## src/rtl/coloring_search_ctrl_if.sv

```systemverilog
// Host/checker-facing bus of the coloring search controller: request pulses,
// checker verdict in, candidate/result/status out.
interface coloring_search_ctrl_if #(
    parameter int CW = 22
);
    logic          start;
    logic          cont;
    logic          abort;
    logic          chk_ok;
    logic [CW-1:0] cand;
    logic          busy;
    logic          done;
    logic          found;
    logic [CW-1:0] result;
    logic [CW:0]   tries;

    modport master (
        output start, cont, abort, chk_ok,
        input  cand, busy, done, found, result, tries
    );

    modport slave (
        input  start, cont, abort, chk_ok,
        output cand, busy, done, found, result, tries
    );
endinterface

```

## src/rtl/coloring_search_ctrl.sv

```systemverilog
// Sequential candidate enumerator for the graph-coloring checker: one candidate per cycle,
// captures the first accepted one. Define SYMBREAK_EN to pin vertex 0 to color 0.
module coloring_search_ctrl #(
    parameter int N_VERT  = 11,
    parameter int COLOR_W = 2
) (
    input  logic                 clk,
    input  logic                 rst_n,
    coloring_search_ctrl_if.slave bus
);
    localparam int CW = N_VERT * COLOR_W;

`ifdef SYMBREAK_EN
    localparam logic [CW-1:0] STEP = CW'(1) << COLOR_W;
`else
    localparam logic [CW-1:0] STEP = CW'(1);
`endif
    localparam logic [CW-1:0] FIRST = '0;
    // Last candidate is the largest multiple of STEP below 2^CW.
    localparam logic [CW-1:0] LAST  = ~(STEP - CW'(1));

    localparam logic [1:0] S_IDLE = 2'd0;
    localparam logic [1:0] S_RUN  = 2'd1;
    localparam logic [1:0] S_DONE = 2'd2;

    logic [1:0]    r_state;
    logic [CW-1:0] r_cand;
    logic [CW-1:0] r_result;
    logic [CW:0]   r_tries;
    logic          r_found;

    logic [CW-1:0] w_cand_next;
    logic [CW-1:0] w_result_next;
    logic [CW:0]   w_tries_inc;

    assign w_cand_next   = r_cand + STEP;
    assign w_result_next = r_result + STEP;
    assign w_tries_inc   = r_tries + {{CW{1'b0}}, 1'b1};

    always_ff @(posedge clk or negedge rst_n) begin
        if (!rst_n) begin
            r_state  <= S_IDLE;
            r_cand   <= '0;
            r_result <= '0;
            r_tries  <= '0;
            r_found  <= 1'b0;
        end else begin
            case (r_state)
                S_IDLE: begin
                    if (bus.start) begin
                        r_state <= S_RUN;
                        r_cand  <= FIRST;
                        r_tries <= '0;
                        r_found <= 1'b0;
                    end
                end
                S_RUN: begin
                    if (bus.abort) begin
                        r_state <= S_IDLE;
                    end else if (bus.chk_ok) begin
                        r_state  <= S_DONE;
                        r_result <= r_cand;
                        r_found  <= 1'b1;
                        r_tries  <= w_tries_inc;
                    end else if (r_cand == LAST) begin
                        r_state <= S_DONE;
                        r_found <= 1'b0;
                        r_tries <= w_tries_inc;
                    end else begin
                        r_cand  <= w_cand_next;
                        r_tries <= w_tries_inc;
                    end
                end
                S_DONE: begin
                    if (bus.start) begin
                        r_state <= S_RUN;
                        r_cand  <= FIRST;
                        r_tries <= '0;
                        r_found <= 1'b0;
                    end else if (bus.cont && r_found) begin
                        // Resuming past the last candidate has nothing left to try.
                        if (r_result == LAST) begin
                            r_found <= 1'b0;
                        end else begin
                            r_state <= S_RUN;
                            r_cand  <= w_result_next;
                            r_tries <= '0;
                            r_found <= 1'b0;
                        end
                    end else if (bus.abort) begin
                        r_state <= S_IDLE;
                    end
                end
                default: r_state <= S_IDLE;
            endcase
        end
    end

    assign bus.cand   = r_cand;
    assign bus.result = r_result;
    assign bus.tries  = r_tries;
    assign bus.found  = r_found;
    assign bus.busy   = (r_state == S_RUN);
    assign bus.done   = (r_state == S_DONE);
endmodule

```

## src/flat_wrapper.sv

```systemverilog
// flat-port wrapper written by rule: the top's interface ports become plain ports
module coloring_search_ctrl_flat 
#(
    parameter int N_VERT  = 11,
    parameter int COLOR_W = 2
)
  (clk, rst_n, bus_start, bus_cont, bus_abort, bus_chk_ok, bus_cand, bus_busy, bus_done, bus_found, bus_result, bus_tries);
  coloring_search_ctrl_if bus_i ();
  input  logic clk;
  input  logic rst_n;
  input wire logic [$bits(bus_i.start)-1:0] bus_start;
  input wire logic [$bits(bus_i.cont)-1:0] bus_cont;
  input wire logic [$bits(bus_i.abort)-1:0] bus_abort;
  input wire logic [$bits(bus_i.chk_ok)-1:0] bus_chk_ok;
  output wire logic [$bits(bus_i.cand)-1:0] bus_cand;
  output wire logic [$bits(bus_i.busy)-1:0] bus_busy;
  output wire logic [$bits(bus_i.done)-1:0] bus_done;
  output wire logic [$bits(bus_i.found)-1:0] bus_found;
  output wire logic [$bits(bus_i.result)-1:0] bus_result;
  output wire logic [$bits(bus_i.tries)-1:0] bus_tries;
  assign bus_i.start = bus_start;
  assign bus_i.cont = bus_cont;
  assign bus_i.abort = bus_abort;
  assign bus_i.chk_ok = bus_chk_ok;
  assign bus_cand = bus_i.cand;
  assign bus_busy = bus_i.busy;
  assign bus_done = bus_i.done;
  assign bus_found = bus_i.found;
  assign bus_result = bus_i.result;
  assign bus_tries = bus_i.tries;
  coloring_search_ctrl #(.N_VERT(N_VERT), .COLOR_W(COLOR_W)) u_core (.clk(clk), .rst_n(rst_n), .bus(bus_i));
endmodule
```

## config.mk

```make
export PLATFORM = sky130hd
export DESIGN_NAME = coloring_search_ctrl_flat
export DESIGN_NICKNAME = d
export VERILOG_FILES = /design/src/rtl/coloring_search_ctrl_if.sv /design/src/rtl/coloring_search_ctrl.sv /design/src/flat_wrapper.sv
export SDC_FILE = /design/constraint.sdc
export NUM_CORES = 1
export LEC_CHECK = 0
export ABC_CLOCK_PERIOD_IN_PS = 6000
export CAP_MARGIN = 20
export CORE_ASPECT_RATIO = 2
export CORE_UTILIZATION = 40
export DETAILED_ROUTE_END_ITERATION = 7
export PLACE_DENSITY_LB_ADDON = 0.25
export SYNTH_ARGS = -nofsm -noshare
export SYNTH_HDL_FRONTEND = slang
export SYNTH_SLANG_ARGS = --single-unit
export TNS_END_PERCENT = 10
```

## constraint.sdc

```tcl
create_clock -name clk -period 6 [get_ports clk]
set_input_delay 0.9 -clock clk [delete_from_list [all_inputs] [get_ports clk]]
set_output_delay 0.9 -clock clk [all_outputs]
set_load 0.01 [all_outputs]
```

## Word-level counts from Yosys, hierarchy flattened

Index checks and enable logic that the tools add are counted.

| storage, ports and cells | value |
|---|---|
| register bits after elaboration | 70 |
| input port bits | 6 |
| output and inout bits | 70 |
| word-level logic and storage cells | 61 |

| operators by class | value |
|---|---|
| add/subtract/negate cells | 3 |
| eq/ne operators | 14 |
| multiplexer cells | 30 |
| bitwise operators | 1 |
| reduce and logical (&&, ||, !) cells | 8 |

Operators with widths:

| operator | number |
|---|---|
| 22-bit 2-to-1 mux | 7 |
| 23-bit 2-to-1 mux | 5 |
| 23-bit one-hot mux with 3 select lines | 1 |
| 22-bit one-hot mux with 3 select lines | 1 |
| 22-bit by 1-bit adder with 22-bit output (second input constant) | 2 |
| 22-bit equality test (second input constant) | 2 |
| 23-bit by 1-bit adder with 23-bit output (second input constant) | 1 |
| 2-bit 2-to-1 mux | 8 |
| 5-bit AND reduction | 2 |
| 2-bit inequality test (second input constant) | 4 |
| 4-bit by 3-bit inequality test with 1-bit output (second input constant) | 2 |
| 7-bit AND reduction | 1 |
| 1-bit 2-to-1 mux | 6 |
| 3-bit by 2-bit inequality test with 1-bit output (second input constant) | 2 |
| 2-bit one-hot mux with 3 select lines | 1 |
| 4-bit inequality test (second input constant) | 1 |
| 4-bit AND reduction | 1 |
| 3-bit inequality test (second input constant) | 1 |
| 1-bit one-hot mux with 3 select lines | 1 |
| 3-bit AND reduction | 1 |
| 3-bit nonzero test | 1 |
| 2-bit by 1-bit equality test with 1-bit output (second input constant) | 1 |
| 2-bit equality test (second input constant) | 1 |
| 2-bit zero test | 1 |
| 2 further kinds | 2 |

## Logic depth before layout (Yosys ltp)

Gate-level depths: netlist of the first run.

| logic depth | value |
|---|---|
| word-level depth | 5 |
| depth in mapped cells | 11 |
| gate-level depth less buffers | 8 |

## Least setup slack after synthesis of the first run

No wires, ideal clock.

| timing path | value |
|---|---|
| path kind | input -> register |
| from | input bus_abort |
| to | register u_core.r_tries[21] (netlist: u_core.bus.tries[21]) |
| library setup time | 0.064 ns |
| arrival time | 2.490 ns |
| required time | 5.936 ns |
| slack | 3.446 ns |
| stages on the path | 6 |
| buffers on the path | 0 |
| path through | and2_0 -> a2111o_1 -> a31o_1 -> or4_4 -> o41ai_2 -> a21o_1 |

| on the way | value |
|---|---|
| word-level cells in the longest chain between the ends | 2 |

Ends and longest elaborated chain:

| item | RTL line | source |
|---|---|---|
| start, declared | flat_wrapper.sv:13 | `input wire logic [$bits(bus_i.abort)-1:0] bus_abort;` |
| 2-bit inequality test (no line) | n/a |  |
| 5-bit AND reduction (no line) | n/a |  |
| end signal, assigned | coloring_search_ctrl.sv:64 | `r_tries <= w_tries_inc;` |
| end signal, assigned | coloring_search_ctrl.sv:68 | `r_tries <= w_tries_inc;` |
| end signal, assigned | coloring_search_ctrl.sv:71 | `r_tries <= w_tries_inc;` |
| end, declared | coloring_search_ctrl.sv:29 | `logic [CW:0] r_tries;` |

No other way between the ends.
A chain may end at the register's enable or synchronous reset.

## Final worst setup path of the first run

| timing path | value |
|---|---|
| from | register u_core.r_state[1] |
| to | register u_core.r_cand[10] (netlist: u_core.bus.cand[10]) |

| on the way | value |
|---|---|
| word-level cells in the longest chain between the ends | 3 |
| elaborated cells on any way between the ends | 12 |
| those cells by class | eq/ne (8); mux (1); reduce/logical (3) |

Ends and longest elaborated chain:

| item | RTL line | source |
|---|---|---|
| start, declared | coloring_search_ctrl.sv:26 | `logic [1:0] r_state;` |
| start signal, assigned | coloring_search_ctrl.sv:42 | `r_state <= S_IDLE;` |
| start signal, assigned | coloring_search_ctrl.sv:51 | `r_state <= S_RUN;` |
| start signal, assigned | coloring_search_ctrl.sv:59 | `r_state <= S_IDLE;` |
| 2-bit equality test (tied with other cells) | coloring_search_ctrl.sv:48 | `case (r_state)` |
| 3-bit by 2-bit inequality test with 1-bit output (no line) (tied with other cells) | n/a |  |
| 7-bit AND reduction (no line) | n/a |  |
| end signal, assigned | coloring_search_ctrl.sv:70 | `r_cand <= w_cand_next;` |
| end signal, assigned | coloring_search_ctrl.sv:86 | `r_cand <= w_result_next;` |
| end, declared | coloring_search_ctrl.sv:27 | `logic [CW-1:0] r_cand;` |

Several ways; a longest one is shown, not always the timed one.

==> results of run 1 <==
## sequential cells by signal, indices dropped and copies added (netlist names)
register and flops:
u_core.r_state 2, u_core.bus.found 1, u_core.bus.tries 23, u_core.bus.result 22
u_core.bus.cand 22
## power by group
group	internal, W	switching [W]	leakage (nW)
logic	0.000230	0.000390	1.05
clock network	0.000312	0.000200	0.142
registers	0.000519	0.0000745	0.970
total	0.00106	0.000664	2.17
## path summary, 6_finish.rpt
check                                      from              endpoint  slack (ns)  depth (start not counted)
setup / recovery              u_core.r_state[1]   u_core.bus.cand[10]        2.51                          9
hold / removal             u_core.bus.tries[14]  u_core.bus.tries[14]        0.53                          1
setup reg to reg              u_core.r_state[1]   u_core.bus.cand[10]        2.51                          9
hold reg to reg            u_core.bus.tries[14]  u_core.bus.tries[14]        0.53                          1
max in group asynchronous                 rst_n   u_core.bus.tries[1]        4.62                          2
min in group asynchronous                 rst_n  u_core.bus.tries[15]        0.79                          2
## routing by layer
metal	up-vias	share of wire, %	track usage (%)
met1	1975	36	25.2
met4	0	3.7	12.5
met5	-	0	0
met3	36	3.7	3.22
li1	1865	-	-
met2	137	56	42.9
## cell type report
class | count | share of cell area, %
flip-flops and latches | 70 | 32.7
inverters | 11 | 0.770
clock buffers | 13 | 5.04
multi-input cells | 354 | 43.1
well taps | 135 | 3.15
repair buffers | 81 | 14.9
clock inverters | 3 | 0.327
## Yosys cell counts, types with 4 or more instances
master	instances	area, um2
dfrtp_1	70	1750
o21ai_0	49	245
nand2_1	47	176
nand3_1	26	130
mux2_2	20	225
nor2_1	19	71.3
a22o_1	17	149
a21oi_1	16	80.1
nand4_1	16	100
clkbuf_1	14	52.6
and3_1	12	75.1
xnor2_1	12	105
inv_1	11	41.3
nor3_1	10	50.1
and4_1	9	78.8
a31oi_1	8	50.1
xor2_1	8	70.1
buf_2	7	35.0
ha_1	7	87.6
nor4_1	6	37.5
o211ai_1	6	45.0
and2_1	5	31.3
nor2b_1	5	31.3
o22ai_1	5	31.3
a21o_1	4	30.0
o31ai_1	4	30.0
or3_1	4	25.0
## through the flow
step	hold slack [ns]	setup WS, ns	instance area (um2)	utilization, %
after floorplan	0.521	3.45	4200	-
after global placement	0.512	2.36	5060	49.8
after detailed placement	0.520	2.30	5070	50.0
after CTS	0.531	2.52	5360	52.8
after global routing	0.544	2.23	5360	52.8
final	0.527	2.51	5360	52.8
## cell families after synthesis
group                    share of synthesized area (%)
AND/OR/NAND/NOR                                   22.2
AO/OA/AOI/OAI                                     20.4
flip-flops                                        41.7
buffers and inverters                             3.33
multiplexers                                      6.07
XOR/XNOR                                          4.17
adder cells (fa/ha/maj)                           2.08
## worst max-delay path: stages (launching register included)
cell      delay (ns)
dfrtp_1         0.40
inv_1           0.09
ha_1            0.66
buf_4           0.38
nand4_1         0.18
nand3b_1        0.38
o31a_1          0.43
and2_1          0.25
nand2_1         0.39
o21ai_0         0.18
==> run metrics, run 1 <==
sequential-to-total area share from yosys stat=41.7%; Synth cell types=53; Synth Warn #=0; Crit Path Category=flop to flop; clk_skew=0.00834 ns; # clock sinks=70; initial antenna violation count=0; post_cts resized=0; First-pass DRT Iterations=5; Die Y=147 um; total chip power=0.00172 W; syn nets=471; CTS root buffer=clkbuf_16; DP HPWL=8.74 mm; ant diodes=0; initial core utilization=41.4%; Power Density=322 nW/um2; Layout fillers=995; GR Util All Layers=23.6%; hold buffers post-CTS=0; H-tree Lvls=3; CP arrival=3.69 ns; HP Class=flop to flop; Final Slew Violations=0; Worst IR Drop VDD=0.205 mV; Core Rows=52; worst-path maximum fanout=20; port buffer count=75; Max Cap Viol=0; first-pass GRT wire length=19.8 mm; placed insts=651; via count=4013; most frequent cells in the layout=74 x clkdlybuf4s50_1, 70 x dfrtp_1, 49 x o21ai_0, 47 x nand2_1, 26 x nand3_1; gr ovfl total=0; worst endpoint required time=6.19 ns; IO Count=76; setup TNS=0 ns; area grow syn2layout=27.5%; final count of negative-setup-slack endpoints=0; DRC Markers=0; Core ar.=10100 um2; Post-synth EDFFs=0; most common cell after layout, fill and taps aside=clkdlybuf4s50_1; fraction of registers with async set/reset=100%; worst-skew pair later-pin latency=0.34 ns; WL final=12.2 mm; clk buf depth=2; Worst setup EP type=flop; CTS tree=built; status=finished clean; Leakage=2.17 nW; Setup Buffers After CTS=0; area of the die=10900 um2; Post-Syn Instances=458; Worst Setup Start Kind=flop; Layout Nets=540; TritonCTS buffer count=9; area of the mapped netlist=4200 um2; Slew @ Worst Pin=0.925 ns; vias in the first global route=4021; DR WL/cell=18.3 um; Tmin final=3.49 ns; Mean Syn Cell Area=9.18 um2; Hold Violations, Final=0; largest net degree at the start of global routing=71; GPL Wtd Cong=0.853; RSZ-0062 raised after global routing=no; clock-pin slew on the worst setup and hold paths=0.05 ns; main flop type after synthesis=dfrtp_1; Yosys reg bits=70; Register Area=1750 um2; final std cells w/o fill=667; final antenna-violating net count=0; via-per-instance ratio=6.02; Die W=74.5 um; initial drt markers=206; area of the multi-input gates=2310 um2; Max Fclk=0.286 GHz; share of post-route cells with drive strength above 1=8.65%; Slew HR=38.4%; Final period util=58.2%
(Power assumes the default switching activity.)
==> run 2: changes to the inputs <==
- ABC_CLOCK_PERIOD_IN_PS: 6000 -> 3400
- clock period: 6 -> 3.4 ns (I/O delays scaled with it)
==> run 2 against run 1 <==
Net effect:
- worst setup slack got worse by 1.9 ns
- clock skew fell by 0.0012 ns
- worst hold slack worse by 0.22 ns
- routed wire length is 2.6% higher
- first-iteration DRC count increased by 25%
- clock-buffer cell count down 1
- cell count increased by 0.75%
- maximum frequency up 25%
- sequential power rose by 77%
- die area stayed put
- critical path depth down 1
- critical path type unchanged
==> run metrics, run 2 (synthesis gave the netlist of run 1 again) <==
total chip power=0.00303 W; Worst IR Drop VDD=0.270 mV; placed insts=656; DP HPWL=8.88 mm; worst endpoint required time=3.67 ns; Final Instance Area=5380 um2; most common cell after layout, fill and taps aside=clkdlybuf4s50_1; Power Density=562 nW/um2; slowest stage cell, crit path=or4_4; first-pass GRT wire length=20.3 mm; hold buffers post-CTS=0; worst-skew pair later-pin latency=0.33 ns; ant diodes=0; IO Count=76; Core Rows=52; port buffer count=75; critical path startpoint=u_core.r_state[1]; Worst setup EP type=flop; Slew HR=39.2%; Core ar.=10100 um2; final std cells w/o fill=672; CP peak stage delay=0.59 ns; internal power=0.00185 W; Layout Nets=545; GR Util All Layers=24.4%; area of the die=10900 um2; sw frac=38.9%; CP arrival=3.08 ns; logic gate share of total power=36.8%; H-tree Lvls=3; Max Fclk=0.357 GHz; status=finished clean; Die Y=147 um; RR Endpoint=u_core.bus.tries[21]; Leakage=2.18 nW; Worst Setup Start Kind=flop; via-per-instance ratio=5.98; Min Hold Slack=0.309 ns; CTS root buffer=clkbuf_16; setup TNS=0 ns; HP Class=primary input to async pin; CTS tree=built; vias in the first global route=4132; Die W=74.5 um; First-pass DRT Iterations=5; initial core utilization=41.4%; Slew @ Worst Pin=0.912 ns; Setup Buffers After CTS=0; GPL Wtd Cong=0.903; WL final=12.5 mm; # clock sinks=70; Layout fillers=996; Max Cap Viol=0; clock-pin slew on the worst setup and hold paths=0.05 ns; Crit Path Category=flop to flop; post_cts resized=0; Largest register FFs=23; final count of negative-setup-slack endpoints=0; largest net degree at the start of global routing=37; r2r startpoint=u_core.r_state[1]; clk_skew=0.00715 ns; initial antenna violation count=0; area grow syn2layout=28.1%; Tmin final=2.80 ns; Hold Violations, Final=0; share of post-route cells with drive strength above 1=9.31%; Clk network pwr share=28.4%; Post-Place Cell Area=5110 um2; DR WL/cell=18.6 um; crit-path cells=inv_1 -> ha_1 -> and2_0 -> a2111o_1 -> a31o_1 -> or4_4 -> o41ai_2 -> a21o_1; initial drt markers=258; gr ovfl total=0; Final Slew Violations=0; clk buf depth=2; DRC Markers=0; Final period util=82.4%; final antenna-violating net count=0; via count=4021; most frequent cells in the layout=74 x clkdlybuf4s50_1, 70 x dfrtp_1, 49 x o21ai_0, 47 x nand2_1, 26 x nand3_1; Reg power frac=34.8%; Reg2Reg Depth=8; net switching power=0.00118 W; worst-path maximum fanout=11; TritonCTS buffer count=9; RSZ-0062 raised after global routing=no; R2R Setup Slk=0.60 ns
==> run 2: cell count changes in the layout (fill, tap and decap cells not counted) <==
cell,before,now
clkbuf_1,1,2
clkinv_2,2,3
buf_12,0,1
clkbuf_8,3,1
buf_8,1,0
buf_4,5,10
==> run 2: worst max path at each step <==
stage | slack, ns | to
2_1_floorplan | 0.94 | u_core.bus.tries[21]
3_3_place_gp | 0.48 | u_core.bus.tries[21]
3_5_place_dp | 0.45 | u_core.bus.tries[21]
4_1_cts | 0.60 | u_core.bus.tries[21]
5_1_grt | 0.42 | u_core.bus.cand[11]
6_report | 0.60 | u_core.bus.tries[21]
==> run 2: area by class of cell <==
class / instances / area (um2) / share of cell area, %
inverter: 11 / 41.3 / 0.767
clock inverter: 4 / 22.5 / 0.418
sequential: 70 / 1750 / 32.5
clock buffer: 12 / 246 / 4.58
multi-input combinational: 354 / 2310 / 42.9
timing repair buffer: 86 / 841 / 15.6
tap: 135 / 169 / 3.14
==> run 2: stage by stage <==
step / util [%] / setup slack [ns]
6_report: 53.0 / 0.597
5_1_grt: 53.0 / 0.421
4_1_cts: 53.0 / 0.596
3_5_place_dp: 50.4 / 0.452
3_3_place_gp: 50.4 / 0.478
2_1_floorplan: - / 0.940
==> run 2: critical path: cells and delay by family, from the launching register on <==
| kind | cells | cell delay [ns] |
|---|---|---|
| compound gates | 4 | 1.10 |
| fa+ha+maj | 1 | 0.34 |
| buf+inv | 1 | 0.09 |
| flops | 1 | 0.41 |
| simple gates | 2 | 0.79 |
==> run 2: power by group through the flow <==
| stage | Sequential, W | Combinational [W] | Clock, W |
|---|---|---|---|
| 6_report | 0.00105 | 0.00111 | 0.000859 |
| 5_1_grt | 0.00107 | 0.00123 | 0.000904 |
| 3_3_place_gp | 0.00106 | 0.00109 | 0 |
| 3_5_place_dp | 0.00107 | 0.00112 | 0 |
| 4_1_cts | 0.00105 | 0.00112 | 0.000881 |
| 2_1_floorplan | 0.00106 | 0.000684 | 0 |
==> run 2: metal layers <==
metal	up-vias	wire length, um	global-route usage [%]	part of all wire [%]
met1	1961	4540	25.9	36
met4	0	471	14.1	3.8
met5	-	0	0	0
li1	1877	-	-	-
met2	143	6960	43.5	56
met3	40	528	3.70	4.2
==> run 3: changes to the inputs <==
- ABC_CLOCK_PERIOD_IN_PS: 3400 -> 2720
- clock period: 3.4 -> 2.72 ns (I/O delays scaled with it)
==> run 3 against run 2 <==
Net effect:
- global-route usage fell by 0.75 points
- sequential share of layout area fell by 1.2 points
- first-iteration DRC count rose by 3.9%
- die area did not move
- clock-buffer cell count did not move
- largest cell class unchanged
==> run metrics, run 3 (synthesis gave the netlist of run 1 again) <==
initial antenna violation count=0; via count=4107; worst endpoint required time=3.00 ns; final antenna-violating net count=0; status=finished clean; ant diodes=0; Slew @ Worst Pin=0.449 ns; port buffer count=75; Die W=74.5 um; most frequent cells in the layout=74 x clkdlybuf4s50_1, 70 x dfrtp_1, 49 x o21ai_0, 47 x nand2_1, 30 x buf_4; clk buf depth=2; worst setup margin=0.171 ns; post_cts resized=0; clock-pin slew on the worst setup and hold paths=0.06 ns; Final period util=93.7%; Worst IR Drop VDD=0.419 mV; initial drt markers=268; largest net degree at the start of global routing=71; share of post-route cells with drive strength above 1=12.9%; via-per-instance ratio=5.93; most common cell after layout, fill and taps aside=clkdlybuf4s50_1; clk_skew=0.00258 ns; Layout Nets=566; R2R Setup Slk=0.17 ns; critical path startpoint=u_core.r_state[0]; Leakage=2.31 nW; area grow syn2layout=32.9%; total chip power=0.00411 W; Worst setup EP type=flop; final count of negative-setup-slack endpoints=0; DRC Markers=0; IO Count=76; worst-skew pair later-pin latency=0.33 ns; CTS tree=built; Setup Buffers After CTS=0; Largest register FFs=23; Core ar.=10100 um2; Layout fillers=958; Final Slew Violations=0; Tmin final=2.55 ns; DR WL/cell=17.9 um; r2r startpoint=u_core.r_state[0]; Core Rows=52; gr ovfl total=0; Crit Path Category=flop to flop; worst-path maximum fanout=7; area of the die=10900 um2; RR Endpoint=u_core.bus.tries[21]; HP Class=primary input to async pin; Max Fclk=0.392 GHz; WL final=12.4 mm; First-pass DRT Iterations=7; vias in the first global route=3913; RSZ-0062 raised after global routing=no; Slew HR=70.0%; Worst Setup Start Kind=flop; initial core utilization=41.4%; Hold Violations, Final=0; CP arrival=2.83 ns; Power Density=735 nW/um2; CTS root buffer=clkbuf_16; Register Area=1750 um2; Max Cap Viol=0; GR Util All Layers=23.6%; first-pass GRT wire length=19.6 mm; area of the multi-input gates=2310 um2; TritonCTS buffer count=9; hold buffers post-CTS=0; worst setup path endpoint=u_core.bus.tries[21]; final core utilization=55.0%; H-tree Lvls=3; DP HPWL=8.82 mm; Die Y=147 um; setup TNS=0 ns; Reg2Reg Depth=8; GPL Wtd Cong=0.918; # clock sinks=70; post-place setup slack=0.0171 ns
run 3: cell count changes in the layout (fill, tap and decap cells not counted), sizes merged:
cell	delta
clkinvlp	-1
buf	+21
bufinv	+1
run 3: where the power goes:
part,internal [W],switching (W),total (W)
combinational,0.000684,0.000924,0.00161
sequential,0.00114,0.000155,0.00130
clock,0.000755,0.000447,0.00120
total,0.00258,0.00153,0.00411
run 3: how the worst min path moves through the flow:
stage                      from                   end  slack (ns)  depth (start not counted)
after floorplan           rst_n    u_core.bus.cand[0]        0.11                          0
after global placement    rst_n  u_core.bus.tries[17]        0.47                          2
after detailed placement  rst_n  u_core.bus.tries[17]        0.47                          2
after CTS                 rst_n  u_core.bus.tries[18]        0.12                          2
after global routing      rst_n  u_core.bus.tries[18]        0.13                          2
final                     rst_n  u_core.bus.tries[17]        0.09                          2
run 3: per-stage QoR:
step | hold slack [ns] | instances | cell area, um2
floorplan | 0.112 | 458 | 4200
detailed placement | 0.470 | 677 | 5290
global placement | 0.470 | 677 | 5290
finish | 0.0942 | 693 | 5590
CTS | 0.116 | 693 | 5590
global route | 0.132 | 693 | 5590
run 3: critical path, cell delays in order, from the launching register on:
cell and delay (ns):
dfrtp_1 0.39, inv_1 0.08, ha_1 0.25, nor2b_1 0.16, a2111o_1 0.41, a31o_1 0.29
or4_4 0.57, o41ai_2 0.21, a21o_1 0.11
run 3: cell type report:
type | instances | area share (%)
multi-input combinational | 354 | 41.4
sequential | 70 | 31.4
timing repair buffer | 107 | 18.1
clock buffer | 12 | 4.59
tap | 135 | 3.02
clock inverter | 4 | 0.806
inverter | 11 | 0.739
run 3: routing by layer:
layer	track usage, %	vias up	wire, um
met5	0	-	0
met4	13.0	0	464
met3	4.46	39	565
met2	41.9	128	6950
met1	25.1	2012	4440
li1	-	1928	-
